## src/rtl/tx_arb_pkg.sv

```systemverilog
// Shared types and constants for the two-client UART transmit arbiter.
package tx_arb_pkg;

  typedef enum logic [1:0] {
    IDLE      = 2'd0,
    WRITE     = 2'd1,
    WAIT_LOW  = 2'd2,
    WAIT_DONE = 2'd3
  } state_t;

  localparam logic [1:0] TX_ADDR_DEFAULT = 2'd0;
  localparam logic       IORW_READ       = 1'b1;
  localparam logic       IORW_WRITE      = 1'b0;

  function automatic logic [1:0] client_onehot(input logic idx);
    return idx ? 2'b10 : 2'b01;
  endfunction

endpackage

```

## src/rtl/tx_arbiter_if.sv

```systemverilog
// Client request/ack and transmitter bus signals of the tx arbiter.
// master = arbiter side, slave = clients plus transmitter side.
interface tx_arbiter_if;
  logic [1:0] req;
  logic [7:0] data0;
  logic [7:0] data1;
  logic [1:0] ack;
  logic       busy;
  logic       tbr;
  logic       iocs;
  logic       iorw;
  logic [1:0] ioaddr;
  logic [7:0] databus;
  logic       err;

  modport master (
    input  req, data0, data1, tbr,
    output ack, busy, iocs, iorw, ioaddr, databus, err
  );

  modport slave (
    output req, data0, data1, tbr,
    input  ack, busy, iocs, iorw, ioaddr, databus, err
  );
endinterface

```

## src/rtl/tx_arbiter_rr_arb2.sv

```systemverilog
// Combinational two-way round-robin pick: a sole requester wins,
// on contention the client that did not win last time wins.
module rr_arb2
  import tx_arb_pkg::*;
(
  input  logic [1:0] i_req,
  input  logic       i_last,
  output logic       o_valid,
  output logic       o_idx
);

  assign o_valid = |i_req;
  assign o_idx   = (i_req == 2'b11) ? ~i_last : i_req[1];

endmodule

```

## src/rtl/tx_arbiter.sv

```systemverilog
// Shares one UART transmitter between two byte-stream clients (round-robin).
// Optional watchdog on the post-write wait is enabled by TXARB_WATCHDOG_EN.
module tx_arbiter
  import tx_arb_pkg::*;
#(
  parameter logic [1:0] TX_ADDR = TX_ADDR_DEFAULT,
  parameter int         TIMEOUT = 4096,
  parameter int         CNT_W   = 13
) (
  input  logic         clk,
  input  logic         rst,
  tx_arbiter_if.master bus
);

  if ((64'd1 << CNT_W) <= 64'(TIMEOUT)) begin : g_cnt_w_too_small
    $error("tx_arbiter: CNT_W too narrow to hold TIMEOUT");
  end

  state_t     r_state;
  state_t     w_state_next;
  logic       r_last;
  logic       r_winner;
  logic [7:0] r_databus;
  logic       r_iocs;
  logic       r_iorw;
  logic [1:0] r_ioaddr;
  logic [1:0] r_ack;
  logic       r_busy;
  logic       r_err;

  logic       w_grant_valid;
  logic       w_grant_idx;
  logic       w_take;
  logic       w_timeout;

  rr_arb2 u_rr_arb2 (
    .i_req   (bus.req),
    .i_last  (r_last),
    .o_valid (w_grant_valid),
    .o_idx   (w_grant_idx)
  );

  // Requests only matter in IDLE and only while the transmitter is free.
  assign w_take = (r_state == IDLE) && bus.tbr && w_grant_valid;

`ifdef TXARB_WATCHDOG_EN
  logic [CNT_W-1:0] r_cnt;
  logic             w_waiting;

  assign w_waiting = (r_state == WAIT_LOW) || (r_state == WAIT_DONE);

  // Cleared while in WRITE so the first WAIT_LOW cycle sees zero.
  always_ff @(posedge clk) begin
    if (rst) begin
      r_cnt <= '0;
    end else if (r_state == WRITE) begin
      r_cnt <= '0;
    end else if (w_waiting) begin
      r_cnt <= r_cnt + 1'b1;
    end
  end

  assign w_timeout = w_waiting && (r_cnt == CNT_W'(TIMEOUT - 1));
`else
  assign w_timeout = 1'b0;
`endif

  always_comb begin
    w_state_next = r_state;
    unique case (r_state)
      IDLE:      if (w_take)   w_state_next = WRITE;
      WRITE:                   w_state_next = WAIT_LOW;
      WAIT_LOW:  if (!bus.tbr) w_state_next = WAIT_DONE;
      WAIT_DONE: if (bus.tbr)  w_state_next = IDLE;
      default:                 w_state_next = IDLE;
    endcase
    if (w_timeout) begin
      w_state_next = IDLE;
    end
  end

  // Bus outputs are registered images of the current state, so the write
  // cycle appears on the bus the clock after the WRITE state is entered.
  always_ff @(posedge clk) begin
    if (rst) begin
      r_state   <= IDLE;
      r_last    <= 1'b1;
      r_winner  <= 1'b0;
      r_databus <= 8'h00;
      r_iocs    <= 1'b0;
      r_iorw    <= IORW_READ;
      r_ioaddr  <= TX_ADDR;
      r_ack     <= 2'b00;
      r_busy    <= 1'b0;
      r_err     <= 1'b0;
    end else begin
      r_state <= w_state_next;
      if (w_take) begin
        r_last    <= w_grant_idx;
        r_winner  <= w_grant_idx;
        r_databus <= w_grant_idx ? bus.data1 : bus.data0;
      end
      r_iocs   <= (r_state == WRITE);
      r_iorw   <= (r_state == WRITE) ? IORW_WRITE : IORW_READ;
      r_ioaddr <= TX_ADDR;
      r_ack    <= (r_state == WRITE) ? client_onehot(r_winner) : 2'b00;
      r_busy   <= (r_state != IDLE);
      r_err    <= w_timeout;
    end
  end

  assign bus.iocs    = r_iocs;
  assign bus.iorw    = r_iorw;
  assign bus.ioaddr  = r_ioaddr;
  assign bus.databus = r_databus;
  assign bus.ack     = r_ack;
  assign bus.busy    = r_busy;
  assign bus.err     = r_err;

endmodule

```

## src/flat_wrapper.sv

```systemverilog
// flat-port wrapper written by rule: the top's interface ports become plain ports
module tx_arbiter_flat import tx_arb_pkg::*;
#(
  parameter logic [1:0] TX_ADDR = TX_ADDR_DEFAULT,
  parameter int         TIMEOUT = 4096,
  parameter int         CNT_W   = 13
)
  (clk, rst, bus_req, bus_data0, bus_data1, bus_tbr, bus_ack, bus_busy, bus_iocs, bus_iorw, bus_ioaddr, bus_databus, bus_err);
  tx_arbiter_if bus_i ();
  input  logic clk;
  input  logic rst;
  input wire logic [$bits(bus_i.req)-1:0] bus_req;
  input wire logic [$bits(bus_i.data0)-1:0] bus_data0;
  input wire logic [$bits(bus_i.data1)-1:0] bus_data1;
  input wire logic [$bits(bus_i.tbr)-1:0] bus_tbr;
  output wire logic [$bits(bus_i.ack)-1:0] bus_ack;
  output wire logic [$bits(bus_i.busy)-1:0] bus_busy;
  output wire logic [$bits(bus_i.iocs)-1:0] bus_iocs;
  output wire logic [$bits(bus_i.iorw)-1:0] bus_iorw;
  output wire logic [$bits(bus_i.ioaddr)-1:0] bus_ioaddr;
  output wire logic [$bits(bus_i.databus)-1:0] bus_databus;
  output wire logic [$bits(bus_i.err)-1:0] bus_err;
  assign bus_i.req = bus_req;
  assign bus_i.data0 = bus_data0;
  assign bus_i.data1 = bus_data1;
  assign bus_i.tbr = bus_tbr;
  assign bus_ack = bus_i.ack;
  assign bus_busy = bus_i.busy;
  assign bus_iocs = bus_i.iocs;
  assign bus_iorw = bus_i.iorw;
  assign bus_ioaddr = bus_i.ioaddr;
  assign bus_databus = bus_i.databus;
  assign bus_err = bus_i.err;
  tx_arbiter #(.TX_ADDR(TX_ADDR), .TIMEOUT(TIMEOUT), .CNT_W(CNT_W)) u_core (.clk(clk), .rst(rst), .bus(bus_i));
endmodule
```

## config.mk

```make
export PLATFORM = sky130hd
export DESIGN_NAME = tx_arbiter_flat
export DESIGN_NICKNAME = d
export VERILOG_FILES = /design/src/rtl/tx_arb_pkg.sv /design/src/rtl/tx_arbiter_if.sv /design/src/rtl/tx_arbiter_rr_arb2.sv /design/src/rtl/tx_arbiter.sv /design/src/flat_wrapper.sv
export SDC_FILE = /design/constraint.sdc
export NUM_CORES = 1
export LEC_CHECK = 0
export CAP_MARGIN = 20
export CORE_MARGIN = 3
export CORE_UTILIZATION = 41
export CTS_BUF_LIST = sky130_fd_sc_hd__clkbuf_4 sky130_fd_sc_hd__clkbuf_8
export DETAILED_ROUTE_END_ITERATION = 8
export PLACE_DENSITY = 0.77
export RECOVER_POWER = 50
export SYNTH_ARGS = -nofsm -noshare
export SYNTH_HDL_FRONTEND = slang
export SYNTH_SLANG_ARGS = --single-unit
```

## constraint.sdc

```tcl
create_clock -name clk -period 1.8 [get_ports clk]
set_clock_uncertainty 0.15 [all_clocks]
set_input_delay 0.45 -clock clk [delete_from_list [all_inputs] [get_ports clk]]
set_output_delay 0.45 -clock clk [all_outputs]
set_load 0.005 [all_outputs]
```

Word level (Yosys, flattened, before mapping)
Cells that the tools add are included.
{"block": "word_totals", "regBits": 17, "latchBits": 0, "mem_bits_rw": 0, "rom_bits": 0, "inputBits": 21, "output_inout_bits": 16, "word_cells": 32, "memories": 0}
{"block": "op_classes", "add_sub_neg": 0, "n_mul": 0, "div_mod_pow": 0, "n_lt_le_gt_ge": 0, "eq_ne": 7, "n_shift": 0, "muxes": 8, "n_bitwise": 2, "reduce_logical": 7}
{"op": "two-way mux 2 bit", "n": 4}
{"op": "two-way mux 8 bit", "n": 1}
{"op": "one-hot mux 2 bit (4 select lines)", "n": 1}
{"op": "equality test 2 bit (second input constant)", "n": 3}
{"op": "!= test 2 bit (second input constant)", "n": 2}
{"op": "OR reduction 2 bit", "n": 2}
{"op": "AND reduction 3 bit", "n": 1}
{"op": "equality test 2 x 1 -> 1 bit (second input constant)", "n": 1}
{"op": "logical AND 1 bit", "n": 2}
{"op": "zero test 2 bit", "n": 1}
{"op": "two-way mux 1 bit", "n": 2}
{"op": "!= test 2 x 1 -> 1 bit (second input constant)", "n": 1}
{"op": "inverter 1 bit", "n": 2}
{"op": "nonzero test 2 bit", "n": 1}

Longest topological paths before layout
{"block": "depth", "depth_word": 5, "depth_mapped": 6, "ltp_nobuf": 5}

Cells and area by module
Synthesis repeated with hierarchy kept, for this count alone.
{"block": "unflattened", "hier_cells": 79, "area_unflattened_um2": 778.2}
{"module": "tx_arbiter", "n_inst": 1, "cells_per_inst": 77, "area_each_um2": 764.5, "seq_area_each_um2": 340.3}
{"module": "rr_arb2", "n_inst": 1, "cells_per_inst": 2, "area_each_um2": 13.8, "seq_area_each_um2": 0.0}

Worst setup path after synthesis
OpenSTA, ideal clock, no wires.
{"block": "synth_timing", "path_type": "flip-flop to flip-flop", "startpoint": "register u_core.r_state[0]", "endpoint": "register u_core.r_state[0]", "setup_time_ns": 0.079, "arrival_ns": 1.307, "required_ns": 1.571, "setup_slack_ns": 0.264, "stages_incl_launch_ff": 6, "path_buffers": 0, "period_less_slack_ns": 1.536, "path_cell_list": "dfxtp_1 -> inv_1 -> ha_1 -> mux2_1 -> o32a_1 -> a211oi_2"}
{"block": "synth_via", "elab_chain_cells": 5, "elab_cells_between_ends": 11, "cone_classes": "6 x eq/ne; 1 x mux; 4 x reduce/logical"}
{"element": "start: declaration", "line_no": "tx_arbiter.sv:19", "source": "state_t r_state;"}
{"element": "start signal: assignment", "line_no": "tx_arbiter.sv:97", "source": "r_state <= w_state_next;"}
{"element": "zero test 2 bit", "line_no": "tx_arbiter.sv:44, tx_arbiter.sv:70"}
{"element": "logical AND 1 bit (2 in a row)", "line_no": "tx_arbiter.sv:44", "source": "assign w_take = (r_state == IDLE) && bus.tbr && w_grant_valid;"}
{"element": "!= test 2 x 1 -> 1 bit (no source line)"}
{"element": "AND reduction 3 bit (no source line)"}
Parallel ways exist; a longest one is shown, timed or not.
A chain may end at the register's enable or synchronous reset.

Final worst setup path
{"block": "layout_timing", "startpoint": "register u_core.r_databus[7], in the netlist u_core.bus.databus[7]", "endpoint": "output port bus_databus[7]"}
{"element": "start: declaration", "line_no": "tx_arbiter.sv:23", "source": "logic [7:0] r_databus;"}
{"element": "start signal: assignment", "line_no": "tx_arbiter.sv:101", "source": "r_databus <= w_grant_idx ? bus.data1 : bus.data0;"}
{"element": "end: declaration", "line_no": "flat_wrapper.sv:21", "source": "output wire logic [$bits(bus_i.databus)-1:0] bus_databus;"}
No word-level cell between the ends.

==> impl_metrics.csv <==
group,metric,value,unit
critical_path,reg2reg_depth,5,
routing,first_pass_iters,4,
clock_network,cts_root_buf,"clkbuf_4",
floorplanning,pin_count,37,
yosys,synth_top_family_by_area,"compound AO/OA/AOI/OAI gates",
global_route,grt_max_degree,18,
sta,drv_slew,0,
global_route,grt_pass1_vias,607,
critical_path,cpPeakStageDelay,500,ps
routing,drc_errors,0,
finish,syn_to_final_growth,49.9,%
floorplanning,die_w,49.7,um
worst_hold_path,hold_path_class,"reg2reg",
critical_path,ff2ff_setup_slack,160,ps
yosys,synth_cells,76,
critical_path,regToRegEndpoint,"u_core.r_state[0]",
place,place_inst,134,
clock_network,post_cts_buffers,0,
global_route,grt_usage,13.1,%
critical_path,cp_top_family,"buffers and inverters",
yosys,synthTopCellsByCount,"dfxtp_1, nor2_1, a211oi_1, mux2i_1, ha_1",
yosys,synthSimpleGateAreaFrac,10.7,%
worst_hold_path,whs_path_depth,1,
sta,whs,294,ps
clock_network,holdBufCountCts,0,
routing,drt-total-wl,1520,um
critical_path,critPathSlowestCell,"clkdlybuf4s50_1",
yosys,synth_top_flop_cell,"dfxtp_1",
yosys,synth.most_common_cell,"dfxtp_1",
clock_network,htreeDepth,1,
global_route,grt_pass1_wl,2530,um
worst_hold_path,hold_path.startpoint,"u_core.r_winner",
pwr,power_density,1090,mW/mm^2
floorplanning,rows,15,
floorplanning,die-area,0.00247,sq mm
place,place.detailed.hpwl,1210,um
sta,setup_ws,59.0,ps
finish,drive_gt1_share,11.5,%
global_route,grt_overflow_total,0,
sta,grt_setup_unrepaired,"no",
clock_network,cts_sinks,17,
yosys,synthAdderAreaFrac,6.40,%
finish,diodes,0,
critical_path,cp-end-kind,"output port",
critical_path,cp.arrival,1140,ps
sta,setup_viol,0,
run,maxCapViolCount,0,
pwr,p_leak,0.458,nW
yosys,muxShareOfSynthArea,13.0,%
clock_network,clockBufferDepth,2,
yosys,synth_xor_area_share,0,%
sta,fin_tns_setup,0,ps
routing,postRouteAntennaNets,0,
place,place_congestion,0.704,
run_status,outcome,"finished, final reports clean",
clock_network,cts_tree,"yes",
finish,nets,139,
yosys,synth_top_area_share,43.5,%
yosys,yosysTopAreaCell,"dfxtp_1",
clock_network,worstSkewPairLatency,290,ps
yosys,ys_types,24,
critical_path,worst-path-max-fanout,2,
critical_path,path_cells,"clkdlybuf4s50_1",
yosys,yosysWarnings,0,
finish,n_fill_cell,167,
clock_network,numCtsBuffers,3,
yosys,ys_seq_elements,17,
worst_hold_path,min_to,"u_core.bus.ack[0]",
clock_network,post_cts_resize_count,0,
place,io_buffers,33,
yosys,synth_edf_count,0,
sta,timing.final.crit_share,96.7,%
yosys,async_reset_ff_share,0,%
yosys,syn-cell-area,782,sq um
yosys,synthTopCellsByArea,"dfxtp_1, mux2i_1, a211oi_1, ha_1, nor2_1",
finish,final_cells,138,
routing,wire_per_inst,11.0,um
critical_path,r2r-start,"u_core.r_state[0]",
place,pre_cts_slack,-162,ps
sta,max_freq,0.574,GHz
sta,timing.final.hold_violations,0,
critical_path,critPathKind,"reg2out",
clock_network,clkTransAtPathRegs,100,ps
routing,vias_per_cell,4.75,
sta,min_period,1740,ps
global_route,antenna_found_initial,0,
critical_path,timing.critical_path.buf_inv,1,
floorplanning,die_h,49.7,um
yosys,yosysSeqAreaShare,43.5,%
yosys,syn_area_per_cell,10.3,sq um
pwr,irDropWorstVdd,0.606,mV
floorplanning,initial_core_util,44.3,%
critical_path,start_kind,"flip-flop",
critical_path,crit_required,1200,ps
routing,drt-initial-drc-count,7,
yosys,synth-compound-area-share,17.8,%
routing,routed-via-count,655,
floorplanning,fp.coreArea,0.00176,sq mm
-- report_power, final --
part / internal, mW / switching, mW
combinational: 0.316 / 0.233
clock: 0.0825 / 0.120
sequential: 0.477 / 0.0517
total: 0.875 / 0.404
-- final cells by class --
class / instances / area (sq um) / share of cell area (%)
Multi-Input combinational cell: 51 / 385 / 32.9
Timing Repair Buffer: 37 / 373 / 31.8
Sequential cell: 17 / 340 / 29.0
Tap cell: 25 / 31.3 / 2.67
Clock buffer: 3 / 22.5 / 1.92
Inverter: 4 / 15.0 / 1.28
Clock inverter: 1 / 5.00 / 0.427
-- worst max-delay path by stage --
stage / from / end / slack (ps) / cells past startpoint
final: u_core.bus.databus[7] / bus_databus[7] / 60 / 1
after global routing: u_core.bus.databus[6] / bus_databus[6] / 6 / 1
after CTS: u_core.bus.databus[7] / bus_databus[7] / 50 / 1
after detailed placement: bus_tbr / u_core.r_state[0] / -160 / 4
after global placement: bus_tbr / u_core.r_state[0] / -130 / 4
after floorplan: u_core.r_state[0] / u_core.r_state[0] / 260 / 5
-- routing by layer --
layer | GRT usage, % | routed length, um
met1 | 15.3 | 657
met2 | 23.1 | 772
met3 | 2.42 | 68
met4 | 5.53 | 17
met5 | 0 | 0
-- flip-flops by register name, indices dropped and copies added (netlist names) --
register and flops:
u_core.bus.ack 2, u_core.bus.busy 1, u_core.bus.iorw 1, u_core.bus.iocs 1, u_core.bus.databus 8, u_core.r_last 1, u_core.r_winner 1, u_core.r_state 2
-- layout by cell type (no fill, tap or decap), types with 2 or more instances in the layout --
| cell | synthesis | routed |
|---|---|---|
| a211oi_1 | 9 | 9 |
| buf_4 | 3 | 3 |
| clkbuf_4 | 0 | 3 |
| clkdlybuf4s50_1 | 0 | 31 |
| conb_1 | 1 | 3 |
| dfxtp_1 | 17 | 17 |
| dlygate4sd3_1 | 0 | 2 |
| ha_1 | 4 | 4 |
| inv_1 | 3 | 3 |
| mux2i_1 | 9 | 9 |
| nand2b_1 | 3 | 3 |
| nor2_1 | 11 | 11 |
-- metrics by stage --
stage                     util, %  area, sq um  power, mW
after floorplan                 -          790      0.854
after global placement       64.9         1140       1.07
after detailed placement     64.9         1140       1.09
after CTS                    66.5         1170       1.29
after global routing         66.5         1170       1.36
final                        66.5         1170       1.28
-- cells by family after synthesis --
logic type	Yosys count
other	1
DFF	17
buffers and inverters	10
adders and majority gates	4
muxes	10
and+or+nand+nor	18
AOI/OAI and AO/OA	16
No activity file was read; power rests on OpenSTA's default activity.
